$ cat config.mk
export PLATFORM = sky130hd
export DESIGN_NAME = network_frame_driver
export DESIGN_NICKNAME = d
export VERILOG_FILES = /design/src/rtl/network_frame_driver.sv
export SDC_FILE = /design/constraint.sdc
export NUM_CORES = 1
export LEC_CHECK = 0
export ABC_AREA = 1
export CORE_MARGIN = 8
export CORE_UTILIZATION = 30
export DETAILED_ROUTE_END_ITERATION = 8
export SLEW_MARGIN = 5
export SYNTH_ARGS = -nofsm -noshare
export SYNTH_HDL_FRONTEND = slang
export SYNTH_SLANG_ARGS = --single-unit
export TNS_END_PERCENT = 30
$ cat constraint.sdc
create_clock -name clk -period 2.2 [get_ports clk]
set_input_delay 0.44 -clock clk [delete_from_list [all_inputs] [get_ports clk]]
set_output_delay 0.44 -clock clk [all_outputs]
set_load 0.01 [all_outputs]
$ cat src/rtl/network_frame_driver.sv
// Host-side driver for the Network core: gathers a serial sample stream into one parallel
// frame, fires the core, waits (bounded) for its end flag and returns the result over valid/ready.
module network_frame_driver #(
  parameter int unsigned N_INPUTS = 9,
  parameter int unsigned IN_W     = 33,
  parameter int unsigned OUT_W    = 34,
  parameter int unsigned TIMEOUT  = 1023
) (
  input  logic                     clk,
  input  logic                     rst,
  input  logic                     s_valid,
  input  logic [IN_W-1:0]          s_data,
  input  logic                     s_last,
  output logic                     s_ready,
  output logic                     net_start,
  output logic [N_INPUTS*IN_W-1:0] net_in,
  input  logic [OUT_W-1:0]         net_out,
  input  logic                     net_end,
  output logic                     r_valid,
  output logic [OUT_W-1:0]         r_data,
  output logic                     r_timeout,
  input  logic                     r_ready,
  output logic                     err_frame
);

  localparam int unsigned IdxW = (N_INPUTS > 1) ? $clog2(N_INPUTS) : 1;
  localparam int unsigned TmrW = $clog2(TIMEOUT + 1);
  localparam logic [IdxW-1:0] LastIdx  = IdxW'(N_INPUTS - 1);
  localparam logic [TmrW-1:0] LastTick = TmrW'(TIMEOUT - 1);

  typedef enum logic [1:0] {StCollect, StFire, StWait, StHold} state_e;

  state_e            state_q, state_d;
  logic [IdxW-1:0]   idx_q, idx_d;
  logic [TmrW-1:0]   timer_q, timer_d;
  logic [OUT_W-1:0]  r_data_q, r_data_d;
  logic              r_timeout_q, r_timeout_d;
  logic              err_q, err_d;
  logic              beat;
  logic [IN_W-1:0]   slot_q [N_INPUTS];

  assign beat = s_valid && (state_q == StCollect);

  always_comb begin
    state_d     = state_q;
    idx_d       = idx_q;
    timer_d     = timer_q;
    r_data_d    = r_data_q;
    r_timeout_d = r_timeout_q;
    err_d       = 1'b0;
    unique case (state_q)
      StCollect: begin
        if (beat) begin
          if (idx_q == LastIdx) begin
            idx_d = '0;
            if (s_last) state_d = StFire;
            else        err_d   = 1'b1;
          end else if (s_last) begin
            idx_d = '0;
            err_d = 1'b1;
          end else begin
            idx_d = idx_q + 1'b1;
          end
        end
      end
      StFire: begin
        timer_d = '0;
        state_d = StWait;
      end
      StWait: begin
        // A done flag on the final timer cycle still counts as a real result.
        if (net_end) begin
          r_data_d    = net_out;
          r_timeout_d = 1'b0;
          state_d     = StHold;
        end else if (timer_q == LastTick) begin
          r_data_d    = '0;
          r_timeout_d = 1'b1;
          state_d     = StHold;
        end else begin
          timer_d = timer_q + 1'b1;
        end
      end
      StHold: begin
        if (r_ready) state_d = StCollect;
      end
      default: state_d = StCollect;
    endcase
  end

  always_ff @(posedge clk) begin
    if (rst) begin
      state_q     <= StCollect;
      idx_q       <= '0;
      timer_q     <= '0;
      r_data_q    <= '0;
      r_timeout_q <= 1'b0;
      err_q       <= 1'b0;
    end else begin
      state_q     <= state_d;
      idx_q       <= idx_d;
      timer_q     <= timer_d;
      r_data_q    <= r_data_d;
      r_timeout_q <= r_timeout_d;
      err_q       <= err_d;
    end
  end

  // Slots are only written while collecting, so net_in stays frozen from FIRE through HOLD.
  always_ff @(posedge clk) begin
    if (rst) begin
      for (int k = 0; k < N_INPUTS; k++) slot_q[k] <= '0;
    end else if (beat) begin
      slot_q[idx_q] <= s_data;
    end
  end

  for (genvar g = 0; g < N_INPUTS; g++) begin : g_net_in
    assign net_in[g*IN_W +: IN_W] = slot_q[g];
  end

  assign s_ready   = (state_q == StCollect);
  assign net_start = (state_q == StFire);
  assign r_valid   = (state_q == StHold);
  assign r_data    = r_data_q;
  assign r_timeout = r_timeout_q;
  assign err_frame = err_q;

endmodule

==> qor.txt <==
Reg2Reg Setup Slack -> 250 ps
TritonCTS buffer count -> 39
Status -> finished clean
VDD IR-drop max -> 0.000571 V
Number of nets in the layout -> 1526
Root Driver -> clkbuf_16
Slew @ Worst Pin -> 501 ps
Clock-pin slew on the worst setup and hold paths -> 60 ps
TritonRoute pass-1 iters -> 5
PwrDens -> 865 nW/um^2
Register area -> 9960 um^2
CP peak stage delay -> 540 ps
Syn nets -> 1076
Starting Density -> 30.2%
GRT overflow -> 0
Capturing point of the worst reg2reg path -> slot_q[8][17]
Synth Cell Area -> 12900 um^2
Most common cell after layout, fill and taps aside -> clkdlybuf4s50_1
CP arrival -> 1630 ps
R2r startpoint -> state_q[0]
FMAX -> 0.483 GHz
Die area -> 49800 um^2
Period utilization -> 94.1%
Sequential share of the synthesized area -> 77.3%
Final Setup Violations -> 0
Layout cell share with drive strength beyond 1 -> 8.71%
Crit start category -> register
Antenna viol nets, final -> 0
Avg Inst Size Synth -> 13.0 um^2
Via count -> 9041
Hold Fails Final Rpt -> 0
Final worst setup slack -> 130 ps
Unrepaired setup endpoints after global routing -> no
Hold endpoint -> idx_q[2]
Iteration-0 DRC count of the detailed router -> 618
Tot GR Track Use -> 16.5%
# IOs -> 409
Hold path depth -> 3
Max FO, Critical Path -> 3
Worst hold start -> rst
CTS tree -> built
Ant. Diodes -> 0
Seq cells post-synth -> 349
Max-slew headroom -> 66.6%
Most frequent cells in the layout -> clkdlybuf4s50_1 (405), nor2_1 (320), edfxtp_1 (297), nand2_1 (117), dfxtp_1 (52)
# H-tree levels -> 2
Post-DP HPWL -> 30.4 mm
Area grow syn2layout -> 48.7%
Netlist cell types -> 30
FF-to-FF path depth -> 8
Routability cong. -> 0.794
CORE AREA -> 42700 um^2
Leakage -> 7.13 nW
Yosys warning count -> 0
Max-slew violations -> 0
Max Clock Skew -> 10.8 ps
Setup Buffers After CTS -> 0
Tmin final -> 2070 ps
Pre-CTS WS -> -4.79 ps
Slowest-stage cell, CP -> clkdlybuf4s50_1
Largest net degree at the start of global routing -> 44
Initial antenna violation count -> 0
Die Wd -> 223 um
Worst skew pair latency -> 540 ps
CP Data Required Time -> 1760 ps
Number of I/O port buffers -> 408
WL/cell -> 21.1 um
Post-Syn Instances -> 992
Hold crit path type -> input port to register
TNS Setup -> 0 ps
Nature of the critical path endpoint -> primary output
Vias in the first global route -> 9164
Max cap viols -> 0
Die Y-Extent -> 223 um
Drt drc -> 0
DRT Wirelength -> 42.5 mm
Area of the multi-input gates -> 2420 um^2
Fin util -> 44.9%
Fill count -> 3862
CTS sink count -> 349
CTS Hold Bufs -> 0
Row count -> 76
Avg Vias per Cell -> 4.49
Crit Path Category -> register to primary output
Worst path cell trace -> ha_1, clkdlybuf4s50_1
Global-route wire length before repair -> 61.2 mm
Max Buffers Root-to-Sink -> 3
[cell families (layout without fill, tap and decap cells)]
family | count (synthesis) | in the layout | synth area share, %
adders and majority gates | 11 | 11 | 1.07
xor gates and xnor gates | 3 | 3 | 0.204
buffers and inverters | 98 | 575 | 4.12
and+or+nand+nor | 478 | 478 | 15.0
DFF | 349 | 349 | 77.3
AOI/OAI and AO/OA | 53 | 53 | 2.25
[repair_timing]
| action | in CTS | in global routing |
|---|---|---|
| endpoints found under the setup margin | 1 | 1 |
| cloned | 0 | 0 |
| gates resized for setup | 1 | 1 |
[area by class of cell]
class	instances	share of cell area, %
clock buffers	49	5.46
clock inverters	19	1.03
flip-flops and latches	349	52.0
inverters	58	1.14
well taps	546	3.57
multi-input cells	545	12.7
repair buffers	449	24.2
[worst max path at each step]
stage | from | to
after detailed placement | s_valid | slot_q[8][18]
after global placement | s_valid | slot_q[8][18]
after floorplan | state_q[0] | slot_q[1][0]
after global routing | state_q[0] | r_valid
after CTS | state_q[1] | net_start
final | state_q[0] | r_valid
[worst max-delay path: cells and delay by family (launching register included)]
family | cells | cell delay (ps)
DFF | 1 | 360
adders and majority gates | 1 | 190
buffers and inverters | 1 | 540
[synth_stat cells]
library cell / number / share of area (%)
dfxtp_1: 52 / 8.1
a21oi_1: 43 / 1.7
a211oi_1: 2 / 0.12
nand3_4: 2 / 0.27
nand4_1: 4 / 0.19
nor3b_1: 1 / 0.058
xnor2_1: 2 / 0.14
nand2_1: 126 / 3.7
buf_4: 4 / 0.23
buf_6: 15 / 1.3
nand2_2: 2 / 0.097
a21oi_2: 4 / 0.27
buf_12: 1 / 0.16
xor2_1: 1 / 0.068
nand3_1: 9 / 0.35
nor2_2: 2 / 0.097
buf_2: 15 / 0.58
or2_2: 1 / 0.049
nand3_2: 8 / 0.62
inv_1: 21 / 0.61
buf_1: 1 / 0.029
clkbuf_1: 4 / 0.12
inv_2: 2 / 0.058
o211a_1: 1 / 0.078
ha_1: 11 / 1.1
nor2_4: 3 / 0.26
clkinv_1: 35 / 1.0
edfxtp_1: 297 / 69
o21ai_0: 3 / 0.12
nor2_1: 320 / 9.3
[metrics by stage]
step                area [um^2]  cells  total power [mW]  hold WS (ps)
finish                    19200   2015              16.6           284
CTS                       19100   2015              16.7           247
global placement          17900   1947              10.3           447
global route              19200   2015              17.2           272
floorplan                 12900    992              8.95           460
detailed placement        17900   1947              10.3           451
[flip-flops by register name, summed over array words and instances (netlist names)]
signal / cells
err_frame: 1
idx_q: 4
r_data: 34
r_timeout: 1
state_q: 2
slot_q: 297
timer_q: 10
[per-layer routing]
metal | vias up | part of all wire [%] | global-route usage, % | routed length (um)
met2 | 367 | 50 | 28.5 | 21100
met5 | - | 0 | 0 | 0
met1 | 4382 | 39 | 18.9 | 16500
met4 | 0 | 3.2 | 5.52 | 1350
li1 | 4221 | - | - | -
met3 | 71 | 8.3 | 5.45 | 3540
[report_power, final]
group          switching [mW]  internal (mW)
clock network            2.60           3.83
registers               0.166           7.59
logic                    1.31           1.07
(Power assumes the default switching activity.)
